**config.mk**
```make
export PLATFORM = sky130hd
export DESIGN_NAME = des_mem_sequencer
export DESIGN_NICKNAME = d
export VERILOG_FILES = /design/src/rtl/des_mem_sequencer.sv
export SDC_FILE = /design/constraint.sdc
export NUM_CORES = 1
export LEC_CHECK = 0
export BUFFER_PORTS_ARGS = -buffer_cell sky130_fd_sc_hd__buf_2
export CORE_UTILIZATION = 49
export DETAILED_ROUTE_END_ITERATION = 6
export PLACE_DENSITY = 0.78
export SLEW_MARGIN = 20
export SYNTH_ARGS = -nofsm -noshare
export SYNTH_HDL_FRONTEND = slang
export SYNTH_SLANG_ARGS = --single-unit
```
**constraint.sdc**
```tcl
create_clock -name clk -period 2.8 [get_ports clk]
set_input_delay 0.7 -clock clk [delete_from_list [all_inputs] [get_ports clk]]
set_output_delay 0.7 -clock clk [all_outputs]
set_load 0.01 [all_outputs]
```
**src/rtl/des_mem_sequencer.sv**
```systemverilog
// des_mem_sequencer: walks a block range through an external DES core.
// For each block: read src_base+count from port 0, offer it to the core, wait
// for the result, write it to dst_base+count on port 1. Addresses wrap mod 2^ADDR_W.
// Ports:
//   clk, rst (async, active-low)
//   start/src_base/dst_base/num_blocks : job request; busy/done : job status
//   mem_en, rd_wr/rd_add/rd_data : port 0 (read only, rd_data one cycle late)
//   wr_wr/wr_add/wr_data         : port 1 (wr_wr active-low write strobe)
//   core_in_*  : block handshake to the core; core_out_* : result pulse back
module des_mem_sequencer #(
  parameter int unsigned ADDR_W = 6,
  parameter int unsigned DATA_W = 64
) (
  input  logic              clk,
  input  logic              rst,
  input  logic              start,
  input  logic [ADDR_W-1:0] src_base,
  input  logic [ADDR_W-1:0] dst_base,
  input  logic [ADDR_W:0]   num_blocks,
  output logic              busy,
  output logic              done,
  output logic              mem_en,
  output logic              rd_wr,
  output logic [ADDR_W-1:0] rd_add,
  input  logic [DATA_W-1:0] rd_data,
  output logic              wr_wr,
  output logic [ADDR_W-1:0] wr_add,
  output logic [DATA_W-1:0] wr_data,
  output logic              core_in_valid,
  input  logic              core_in_ready,
  output logic [DATA_W-1:0] core_in_data,
  input  logic              core_out_valid,
  input  logic [DATA_W-1:0] core_out_data
);

  typedef enum logic [2:0] {
    StIdle, StRdReq, StRdWait, StSend, StWaitRes, StWrite, StDone
  } state_e;

  state_e              state_q, state_d;
  logic [ADDR_W-1:0]   src_q, src_d;
  logic [ADDR_W-1:0]   dst_q, dst_d;
  logic [ADDR_W:0]     num_q, num_d;
  logic [ADDR_W:0]     cnt_q, cnt_d;
  logic [DATA_W-1:0]   blk_q, blk_d;
  logic [DATA_W-1:0]   res_q, res_d;
  logic [ADDR_W:0]     cnt_inc;

  assign cnt_inc = cnt_q + 1'b1;

  always_ff @(posedge clk or negedge rst) begin
    if (!rst) begin
      state_q <= StIdle;
      src_q   <= '0;
      dst_q   <= '0;
      num_q   <= '0;
      cnt_q   <= '0;
      blk_q   <= '0;
      res_q   <= '0;
    end else begin
      state_q <= state_d;
      src_q   <= src_d;
      dst_q   <= dst_d;
      num_q   <= num_d;
      cnt_q   <= cnt_d;
      blk_q   <= blk_d;
      res_q   <= res_d;
    end
  end

  always_comb begin
    state_d       = state_q;
    src_d         = src_q;
    dst_d         = dst_q;
    num_d         = num_q;
    cnt_d         = cnt_q;
    blk_d         = blk_q;
    res_d         = res_q;
    busy          = 1'b1;
    done          = 1'b0;
    mem_en        = 1'b0;
    rd_wr         = 1'b1;
    rd_add        = '0;
    wr_wr         = 1'b1;
    wr_add        = '0;
    wr_data       = '0;
    core_in_valid = 1'b0;
    core_in_data  = '0;

    unique case (state_q)
      StIdle: begin
        busy = 1'b0;
        if (start) begin
          src_d   = src_base;
          dst_d   = dst_base;
          num_d   = num_blocks;
          cnt_d   = '0;
          state_d = (num_blocks == '0) ? StDone : StRdReq;
        end
      end
      StRdReq: begin
        mem_en  = 1'b1;
        rd_add  = src_q + cnt_q[ADDR_W-1:0];
        state_d = StRdWait;
      end
      StRdWait: begin
        // Address stays up so the read port sees a steady request.
        mem_en  = 1'b1;
        rd_add  = src_q + cnt_q[ADDR_W-1:0];
        blk_d   = rd_data;
        state_d = StSend;
      end
      StSend: begin
        core_in_valid = 1'b1;
        core_in_data  = blk_q;
        if (core_in_ready) state_d = StWaitRes;
      end
      StWaitRes: begin
        if (core_out_valid) begin
          res_d   = core_out_data;
          state_d = StWrite;
        end
      end
      StWrite: begin
        mem_en  = 1'b1;
        wr_wr   = 1'b0;
        wr_add  = dst_q + cnt_q[ADDR_W-1:0];
        wr_data = res_q;
        cnt_d   = cnt_inc;
        state_d = (cnt_inc == num_q) ? StDone : StRdReq;
      end
      StDone: begin
        done    = 1'b1;
        state_d = StIdle;
      end
      default: state_d = StIdle;
    endcase
  end

endmodule

```
# Yosys cells after proc, flatten, opt, wreduce, memory -nomap -nowiden
# Index checks and enable logic that the tools add are counted.
# classes
add_sub_neg	3
n_mul	0
div	0
order_cmp	0
eq_ne	10
n_shift	0
muxes	17
bitwise_logic	0
reduce_logical	9
# ops
operator	count
$mux 64	2
$pmux 3 s6	1
$mux 3	5
$pmux 7 s2	1
$add 6x6->6	2
$mux 6	2
$eq 3x3->1 const B	3
$add 7x1->7 const B	1
$eq 7x7->1	1
$logic_not 7->1	1
$mux 7	1
$eq 3x2->1 const B	2
$ne 2x2->1 const B	3
$reduce_and 2->1	3
$mux 1	5
$eq 3x1->1 const B	1
$logic_not 3->1	1
$reduce_and 3->1	1
$reduce_or 3->1	1
$reduce_bool 2->1	1
$reduce_or 2->1	1
# word_totals
regBits	157
latchBits	0
ramBits	0
romBits	0
output_inout_bits	146
word_cells	46
memories	0

# Logic depth before layout (Yosys ltp)
# Gate-level depths: netlist (run 1).
# depth
word_depth	4
depth_mapped	8
ltp_nobuf	8

# Least setup slack after synthesis (run 1)
# OpenSTA, ideal clock, no wires.
# synth_timing
path_type	reg-to-output
from	reg cnt_q[0]
to	out wr_add[4]
t_arrival_ns	1.547
required_time_ns	2.100
slack_ns	0.553
path_stages_with_launch	7
path_cell_list	dfrtp_1 -> ha_1 -> fa_1 -> a21o_1 -> a21oi_1 -> xor2_1 -> nor2_1
# synth_between
elab_chain_cells	2
# synth_lines
item	line_no	source
start, declared	44	logic [ADDR_W:0] cnt_q, cnt_d;
start signal, assigned	65	cnt_q <= cnt_d;
$add 6x6->6	127	wr_add = dst_q + cnt_q[ADDR_W-1:0];
$mux 6	90	unique case (state_q)
end, declared	27	output logic [ADDR_W-1:0] wr_add,
# No other way between the ends.

# Worst setup path after layout (run 1)
# layout_timing
from	reg cnt_q[0]
to	out rd_add[4]
# layout_between
elab_chain_cells	2
# layout_lines
item	line_no	source
$add 6x6->6	103, 109	
$mux 6	n/a	
end, declared	24	output logic [ADDR_W-1:0] rd_add,
# No other way between the ends.

==> metrics.md, run 1 <==
| Metric | Value |
|---|---|
| CTS root buf | `clkbuf_16` |
| Post-synthesis compound-gate area fraction | `3.046%` |
| Worst-skew pair later-pin latency | `0.42 ns` |
| DRT iter0 DRCs | `263` |
| CP Capture Type | `primary output` |
| Max_slew headroom | `56.34%` |
| Post-synth EDFFs | `0` |
| Post-DR wirelength/cell | `16.23 µm` |
| Fmax | `0.3667 GHz` |
| CP Max Fanout | `3` |
| I/O pins | `298` |
| Clock Pin Slew Worst Setup and Hold Paths | `0.06 ns` |
| Layout cell share with drive strength beyond 1 | `56.44%` |
| Syn Inst Count | `610` |
| Die Y | `126.2 µm` |
| Tightest Pin Transition | `0.6533 ns` |
| Initial antenna violation count | `1` |
| Final Hold Viols | `0` |
| Fin. max-slew vios | `0` |
| Status | `complete, no violations` |
| Total negative slack | `0 ns` |
| Cell area after synthesis | `0.007558 mm²` |
| Final Skew | `0.005458 ns` |
| Final ANT Viol Nets | `0` |
| Flops & latches, synth | `157` |
| WP data required | `2.10 ns` |
| Max Buffers Root-to-Sink | `2` |
| Pin count of the biggest net entering global routing | `69` |
| Commonest cells after routing, fill and taps aside | `buf_2, dfrtp_1, mux2_2` |
| Routability cong. | `0.7596` |
| Crit Reg-Reg Endpoint | `res_q[32]$_DFFE_PN0P_` |
| Largest family of logic cells by synthesized area | `multiplexers` |
| All-Layer GR Usage | `23.06%` |
| MaxCap Viol Count | `0` |
| H-tree Lvls | `4` |
| RSZ-0062 raised after global routing | `true` |
| Sequential fraction of the synthesis area | `51.98%` |
| Syn-to-layout area delta | `31.29%` |
| Crit path largest cell delay | `0.40 ns` |
| Static leakage | `5.259 nW` |
| First-pass DRT Iterations | `4` |
| Reg2reg start | `state_q[0]$_DFFE_PN0P_` |
| Core Region | `0.01515 mm²` |
| Vias in the first global route | `5724` |
| CP top delay family | `adder cells` |
| Gr ovfl total | `0` |
| Total power | `10.31 mW` |
| Ys Warns | `0` |
| Syn_nets | `775` |
| Adder-cell share of the synthesized area | `2.351%` |
| Worst Hold Class | `in -> async` |
| Global-route wire length before repair | `28750 µm` |
| Critical path arrival | `2.03 ns` |
| # DRC | `0` |
| Die area | `0.01593 mm²` |
| CTS tree | `yes` |
| Commonest non-fill, non-tap cell in the layout | `buf_2` |
| CTS Buf Count | `17` |
| Starting Density | `49.90%` |
| Vias per cell | `5.193` |
| DRT Wirelength | `17820 µm` |
| Post-route minimum period | `2.727 ns` |
| Asr flop ratio synth | `100.0%` |
| R2R Setup Slk | `0.68 ns` |
| CP Buf/Inv Count | `3` |
| Setup CP Type | `reg -> out` |
| R2R depth | `5` |
| Crit-path slowest cell | `dfrtp_1` |
| CTS Sinks | `157` |
| Cell variety after synth | `44` |
| Startpoint types | `register` |
| PwrDens | `1039 mW/mm²` |
| Mux share of post-synthesis cell area | `21.75%` |
| Post-Layout Inst Area | `0.009923 mm²` |
| DR vias | `5702` |
| Most common flop cell mapped by yosys | `dfrtp_1` |
| Die width | `126.2 µm` |
| Worst path cell trace | `ha_2 -> inv_2 -> fa_2 -> inv_2 -> a21o_1 -> a21oi_2 -> xor2_1 -> nor2_1 -> buf_2` |
| Filler cells | `1184` |
| Peak supply drop | `765.4 µV` |
| Row count | `45` |
| Period utilization | `97.40%` |
| Finish-stage setup viols | `0` |
| Post-detail-place hpwl | `12460 µm` |
| Synth Area in XOR/XNOR | `2.947%` |
| Area post-placement | `0.009238 mm²` |
| Simple-gate area share of the yosys netlist | `14.39%` |
| Post-CTS Hold Buffers | `0` |
| Port Buffer Count | `296` |
| Critical path's most frequent cell | `inv_2` |
| Avg Inst Size Synth | `12.39 µm²` |
| Nets | `1062` |
## worst max-delay path by stage
| stage | from | cells after the start | slack [ns] | endpoint |
|---|---|---|---|---|
| 3_5_place_dp | cnt_q[1]$_DFFE_PN0P_ | 8 | 0.38 | rd_add[4] |
| 5_1_grt | cnt_q[0]$_DFFE_PN0P_ | 7 | -0.05 | wr_add[4] |
| 4_1_cts | cnt_q[0]$_DFFE_PN0P_ | 7 | 0.002 | wr_add[4] |
| 2_1_floorplan | cnt_q[0]$_DFFE_PN0P_ | 6 | 0.55 | wr_add[4] |
| 6_report | cnt_q[0]$_DFFE_PN0P_ | 9 | 0.07 | rd_add[4] |
| 3_3_place_gp | cnt_q[1]$_DFFE_PN0P_ | 7 | 0.41 | rd_add[5] |
## final cells by class
cell class	count	area (µm²)	share of cell area, %
repair buffers	313	1690	17.03
clock inverters	11	166.4	1.677
inverters	8	30.03	0.3026
diodes	1	2.502	0.02522
clock buffers	20	456.7	4.602
multi-input cells	400	3411	34.37
well taps	188	235.2	2.370
flip-flops and latches	157	3931	39.62
## routing by layer
layer	GRT usage (%)	up-vias	share of wire [%]	wire length, µm
met2	38.74	167	51	9045
met4	9.072	0	2.3	401
met5	0	-	0	0
met3	6.924	34	5.4	958
met1	27.83	2817	42	7414
li1	-	2684	-	-
## synth_stat cells (all sizes together) (2+ instances only)
library cell	n	area share, %
dfrtp	157	52
mux2	146	22
and3	68	5.8
and2	67	5.5
buf	23	2.0
clkbuf	22	1.1
nor2	16	0.89
nand2	15	0.74
xor2	13	1.5
o21ai	12	0.79
ha	11	1.8
a21oi	9	0.60
inv	8	0.40
xnor2	7	0.81
a21o	5	0.50
nor4	4	0.41
nor3	3	0.26
a31oi	2	0.17
fa	2	0.53
nand3	2	0.13
o21a	2	0.20
o22ai	2	0.17
xor3	2	0.63
## flip-flops by register name, summed over array words and instances, names as in the netlist
name	cells
blk_q	64
res_q	64
num_q	7
dst_q	6
state_q	3
src_q	6
cnt_q	7
## worst reg2reg max path, cell delays in order (launching register included)
cell and delay, ns:
dfrtp_2 0.47, buf_4 0.33, nor2_1 0.23, and3_2 0.23, buf_12 0.30, mux2_2 0.43
## power breakdown
group,internal (mW),total (mW),switching (mW)
Sequential,3.40,3.96,0.562
Clock,1.53,2.43,0.899
Combinational,2.11,3.92,1.81
Total,7.03,10.3,3.27
## per-stage QoR
step | setup WS, ns | hold WS, ns | util, % | std cells
6_report | 0.07278 | 0.2462 | 65.52 | 1098
5_1_grt | -0.04881 | 0.2744 | 65.50 | 1097
4_1_cts | 0.002109 | 0.2592 | 65.23 | 1095
3_5_place_dp | 0.3774 | 0.4872 | 60.99 | 1062
3_3_place_gp | 0.4102 | 0.4806 | 60.99 | 1062
2_1_floorplan | 0.5525 | 0.4044 | - | 610
## cell families (layout without fill, tap and decap cells)
| kind of cell | count (synthesis) | count (layout) |
|---|---|---|
| and+or+nand+nor | 181 | 181 |
| AOI/OAI and AO/OA | 37 | 37 |
| DFF | 157 | 157 |
| buffers and inverters | 53 | 352 |
| adders and majority gates | 13 | 13 |
| xor gates and xnor gates | 22 | 22 |
| other | 1 | 2 |
| muxes | 146 | 146 |
## timing repair
action,in CTS,in global routing
pin swaps,0,6
resized for setup,2,11
setup endpoints to repair,4,44
buffers inserted,2,2
Power figures use the tool's default switching activity.
==> run 2: changes to the inputs <==
--- a/config.mk
+++ b/config.mk
@@ -6,9 +6,11 @@
 export NUM_CORES = 1
 export LEC_CHECK = 0
 export BUFFER_PORTS_ARGS = -buffer_cell sky130_fd_sc_hd__buf_2
-export CORE_UTILIZATION = 49
+export CELL_PAD_IN_SITES_DETAIL_PLACEMENT = 2
+export CELL_PAD_IN_SITES_GLOBAL_PLACEMENT = 2
+export CORE_UTILIZATION = 31
 export DETAILED_ROUTE_END_ITERATION = 6
-export PLACE_DENSITY = 0.78
+export PLACE_DENSITY = 0.79
 export SLEW_MARGIN = 20
 export SYNTH_ARGS = -nofsm -noshare
 export SYNTH_HDL_FRONTEND = slang
==> run 2 against run 1 <==
Cell area up 2.2%; critical path depth unchanged; global-route usage down 4.0 points; clock power down 7%; core utilization down 23 points.
==> metrics.md, run 2 (synthesis gave the netlist of run 1 again) <==
| Metric | Value |
|---|---|
| Status | `complete, no violations` |
| Critical path arrival | `2.08 ns` |
| Max Buffers Root-to-Sink | `2` |
| Die Y | `158.2 µm` |
| CP Capture Type | `primary output` |
| Peak supply drop | `443.7 µV` |
| Initial antenna violation count | `3` |
| Worst Hold Class | `in -> async` |
| Fmax | `0.3602 GHz` |
| Multi-input logic area | `0.003415 mm²` |
| RSZ-0062 raised after global routing | `true` |
| Syn-to-layout area delta | `34.18%` |
| Fin. max-slew vios | `0` |
| Vias in the first global route | `6713` |
| Clock Pin Slew Worst Setup and Hold Paths | `0.07 ns` |
| Layout Cells excl Fill | `1241` |
| CP Max Fanout | `3` |
| Global-route wire length before repair | `36240 µm` |
| Core Region | `0.02368 mm²` |
| Reg2reg start | `state_q[0]$_DFFE_PN0P_` |
| WHS | `0.2587 ns` |
| Starting Density | `31.92%` |
| Startpoint types | `register` |
| Finish-stage setup viols | `0` |
| Static leakage | `5.297 nW` |
| Period utilization | `99.14%` |
| Post-route minimum period | `2.776 ns` |
| DR vias | `5872` |
| Port Buffer Count | `296` |
| CTS Buf Count | `17` |
| DRT Wirelength | `24090 µm` |
| CTS root buf | `clkbuf_16` |
| Nets | `1071` |
| Row count | `56` |
| Crit path launch | `cnt_q[0]$_DFFE_PN0P_` |
| I/O pins | `298` |
| Final ANT Viol Nets | `0` |
| Worst-skew pair later-pin latency | `0.43 ns` |
| Tightest Pin Transition | `0.6393 ns` |
| Setup CP Type | `reg -> out` |
| FF+latch area | `0.003931 mm²` |
| Commonest cells after routing, fill and taps aside | `buf_2, dfrtp_1, mux2_2` |
| Routability cong. | `0.7548` |
| Filler cells | `2599` |
| MaxCap Viol Count | `0` |
| Max_slew headroom | `57.38%` |
| Final Skew | `0.01399 ns` |
| CTS tree | `yes` |
| CTS Sinks | `157` |
| Largest regs | `blk_q x64, res_q x64` |
| WP data required | `2.10 ns` |
| Post-detail-place hpwl | `17330 µm` |
| Die width | `158.2 µm` |
| All-Layer GR Usage | `19.07%` |
| Total negative slack | `0 ns` |
| Layout cell share with drive strength beyond 1 | `57.13%` |
| Pin count of the biggest net entering global routing | `66` |
| Total power | `10.47 mW` |
| Post-CTS Hold Buffers | `0` |
| DRT iter0 DRCs | `196` |
| # DRC | `0` |
| PwrDens | `1033 mW/mm²` |
| Die area | `0.02501 mm²` |
| Gr ovfl total | `0` |
| Vias per cell | `4.732` |
| Post-DR wirelength/cell | `19.41 µm` |
| Final Hold Viols | `0` |
| First-pass DRT Iterations | `4` |
| Commonest non-fill, non-tap cell in the layout | `buf_2` |
| Dpl cells | `1201` |
| Util after Layout | `42.83%` |
| H-tree Lvls | `4` |
run 2: layout make-up:
class,count,share of cell area [%]
Tap cell,319,3.935
Inverter,8,0.2961
Multi-Input combinational cell,400,33.67
Antenna cell,3,0.07402
Clock buffer,18,4.330
Sequential cell,157,38.76
Timing Repair Buffer,322,17.70
Clock inverter,14,1.234
run 2: critical path, cell delays in order, from the launching register on:
cell and delay [ns]:
dfrtp_1 0.38, ha_2 0.22, inv_2 0.04, fa_2 0.36, inv_2 0.06, a21o_1 0.14
a21oi_2 0.07, xor2_1 0.14, nor2_1 0.10, buf_2 0.14
run 2: timing repair:
action | 4_1_cts | 5_1_grt
endpoints found under the setup margin | 23 | 52
buffers inserted | 4 | 1
resized for setup | 9 | 6
pin swaps | 2 | 3
run 2: path summary, 6_finish.rpt:
| path | to | slack (ns) | cells after the start |
|---|---|---|---|
| setup / recovery | rd_add[4] | 0.02 | 9 |
| hold / removal | blk_q[59]$_DFFE_PN0P_ | 0.26 | 1 |
| setup reg to reg | res_q[21]$_DFFE_PN0P_ | 0.61 | 5 |
| hold reg to reg | res_q[33]$_DFFE_PN0P_ | 0.50 | 1 |
| max in group asynchronous | src_q[2]$_DFFE_PN0P_ | 1.86 | 2 |
| min in group clk | res_q[33]$_DFFE_PN0P_ | 0.49 | 2 |
run 2: per-stage QoR:
stage | worst slack, ns | cell area (µm²)
after global placement | 0.3757 | 9499
final | 0.02413 | 10140
after floorplan | 0.5525 | 7559
after global routing | -0.09079 | 10140
after detailed placement | 0.3241 | 9499
after CTS | -0.006203 | 10120
run 2: where the power goes:
part	leakage, nW	total (mW)	switching [mW]	internal (mW)
sequential	1.90	4.01	0.621	3.39
combinational	3.12	4.19	2.01	2.18
clock	0.278	2.27	1.08	1.20
run 2: metal layers:
layer / wire length [µm] / GRT usage (%) / part of all wire (%)
met5: 10 / 0 / 0.042
met1: 8953 / 20.04 / 37
met2: 13190 / 35.61 / 55
met4: 516 / 6.868 / 2.1
met3: 1417 / 5.694 / 5.9
==> run 3: changes to the inputs <==
--- a/config.mk
+++ b/config.mk
@@ -9,6 +9,7 @@
 export CELL_PAD_IN_SITES_DETAIL_PLACEMENT = 2
 export CELL_PAD_IN_SITES_GLOBAL_PLACEMENT = 2
 export CORE_UTILIZATION = 31
+export CTS_BUF_LIST = sky130_fd_sc_hd__clkbuf_2
 export DETAILED_ROUTE_END_ITERATION = 6
 export PLACE_DENSITY = 0.79
 export SLEW_MARGIN = 20
==> run 3 against run 2 <==
The run now ends with negative setup slack left; combinational power grew 61%; register-to-register slack lost 0.39 ns; highest routed layer is now met4; first-iteration DRC count grew 48%; critical path depth shrank 1; total power grew 17%; largest power group unchanged.
==> metrics.md, run 3 (synthesis gave the netlist of run 1 again) <==
| Metric | Value |
|---|---|
| Fin worst setup slack | `-0.4824 ns` |
| Commonest cells after routing, fill and taps aside | `buf_2, dfrtp_1, mux2_2` |
| Syn-to-layout area delta | `58.62%` |
| RSZ-0062 raised after global routing | `true` |
| Starting Density | `31.92%` |
| Final Hold Viols | `0` |
| CP Buf/Inv Count | `3` |
| Util after Layout | `50.62%` |
| Max_slew headroom | `45.45%` |
| Vias in the first global route | `7145` |
| Period utilization | `117.2%` |
| # DRC | `0` |
| Pin count of the biggest net entering global routing | `66` |
| Layout cell share with drive strength beyond 1 | `72.79%` |
| H-tree Lvls | `4` |
| Worst path cell trace | `buf_12 -> ha_4 -> a21o_1 -> a21oi_2 -> buf_4 -> xor2_2 -> nor2_1 -> buf_2` |
| DRT Wirelength | `34320 µm` |
| CTS root buf | `clkbuf_2` |
| PwrDens | `1019 mW/mm²` |
| Startpoint types | `register` |
| WHS | `0.1109 ns` |
| I/O pins | `298` |
| Core Region | `0.02368 mm²` |
| CTS Sinks | `157` |
| All-Layer GR Usage | `23.18%` |
| CP top delay family | `flip-flops` |
| Final ANT Viol Nets | `0` |
| Die width | `158.2 µm` |
| Commonest non-fill, non-tap cell in the layout | `buf_2` |
| Final Skew | `0.03736 ns` |
| Initial antenna violation count | `2` |
| Largest regs | `blk_q x64, res_q x64` |
| Row count | `56` |
| Crit-path slowest cell | `dfrtp_2` |
| Peak supply drop | `437.4 µV` |
| CTS tree | `yes` |
| Setup CP Type | `reg -> out` |
| Failing checks | `negative setup slack` |
| Finish-stage setup viols | `138` |
| Status | `finished with violations` |
| Critical path arrival | `2.58 ns` |
| Static leakage | `5.663 nW` |
| Gr ovfl total | `0` |
| Port Buffer Count | `296` |
| CTS Buf Count | `17` |
| Fin. max-slew vios | `0` |
| Die Y | `158.2 µm` |
| Worst-skew pair later-pin latency | `0.77 ns` |
| First-pass DRT Iterations | `4` |
| Max Buffers Root-to-Sink | `2` |
| Nets | `1126` |
| Routability cong. | `0.7548` |
| Vias per cell | `5.069` |
| CP Capture Type | `primary output` |
| Post-detail-place hpwl | `17330 µm` |
| Total power | `12.21 mW` |
| Clock Pin Slew Worst Setup and Hold Paths | `0.31 ns` |
| Crit path largest cell delay | `0.53 ns` |
| WP data required | `2.10 ns` |
| Post-DR wirelength/cell | `26.50 µm` |
| CP Max Fanout | `4` |
| DR vias | `6564` |
| Tightest Pin Transition | `0.8108 ns` |
| Fmax | `0.3047 GHz` |
| Worst Hold Class | `in -> reg` |
| Global-route wire length before repair | `42830 µm` |
| Die area | `0.02501 mm²` |
| Post-route minimum period | `3.282 ns` |
| DRT iter0 DRCs | `290` |
| MaxCap Viol Count | `0` |
## run 3: changes by cell type in the layout (fill, tap and decap cells not counted), sizes merged
cell	change
buf	+49
clkbuf	+4
clkinv	+1
clkinvlp	+1
diode	-1
dlygate4sd3	+1
inv	-1
## run 3: path summary, 6_finish.rpt
path / cells after the start / from / end / slack, ns
min: 2 / core_out_data[12] / res_q[12]$_DFFE_PN0P_ / 0.11
min reg2reg: 1 / cnt_q[6]$_DFFE_PN0P_ / cnt_q[6]$_DFFE_PN0P_ / 0.54
max in group asynchronous: 3 / rst / blk_q[0]$_DFFE_PN0P_ / 1.64
min in group asynchronous: 2 / rst / blk_q[52]$_DFFE_PN0P_ / 0.42
max reg2reg: 9 / state_q[2]$_DFFE_PN0P_ / cnt_q[5]$_DFFE_PN0P_ / 0.22
max: 8 / cnt_q[1]$_DFFE_PN0P_ / wr_add[3] / -0.48
## run 3: power breakdown
part           internal [mW]  switching [mW]
logic                   3.73            3.00
registers               3.38           0.801
clock network          0.272            1.03
total                   7.38            4.83
## run 3: through the flow
stage               instance area (µm²)  TNS (ns)  std cells  setup slack [ns]
finish                            11990    -17.88       1295           -0.4824
CTS                               10970    -15.89       1278           -0.4431
global route                      11990    -35.89       1295           -0.6299
global placement                   9499         0       1201            0.3757
detailed placement                 9499         0       1201            0.3241
floorplan                          7559         0        610            0.5525
## run 3: final cells by class
type	count	area, µm²
antenna	2	5.005
multi-input combinational	400	3943
tap	319	399.1
timing repair buffer	377	3453
sequential	157	3939
inverter	8	36.28
clock buffer	17	85.08
clock inverter	15	128.9
fill	2330	11690
## run 3: timing repair
item	in CTS	in global routing
gates cloned	13	5
endpoints found under the setup margin	145	145
setup buffers	31	21
pin swaps	44	50
hold buffers	1	0
resized for setup	146	195
endpoints found under the hold margin	56	0
## run 3: routing by layer
layer	part of all wire (%)	global-route usage (%)
met1	37	26.01
met2	54	42.21
met3	5.2	6.597
met4	3.5	6.868
met5	0	0
## run 3: worst register-to-register path, cell delays in order (launching register included)
cell	delay [ns]
dfrtp_2	0.52
buf_6	0.14
buf_8	0.12
or3_4	0.35
buf_4	0.16
nor2_4	0.10
buf_4	0.34
nor2_1	0.20
o21ai_0	0.33
o21ai_0	0.18
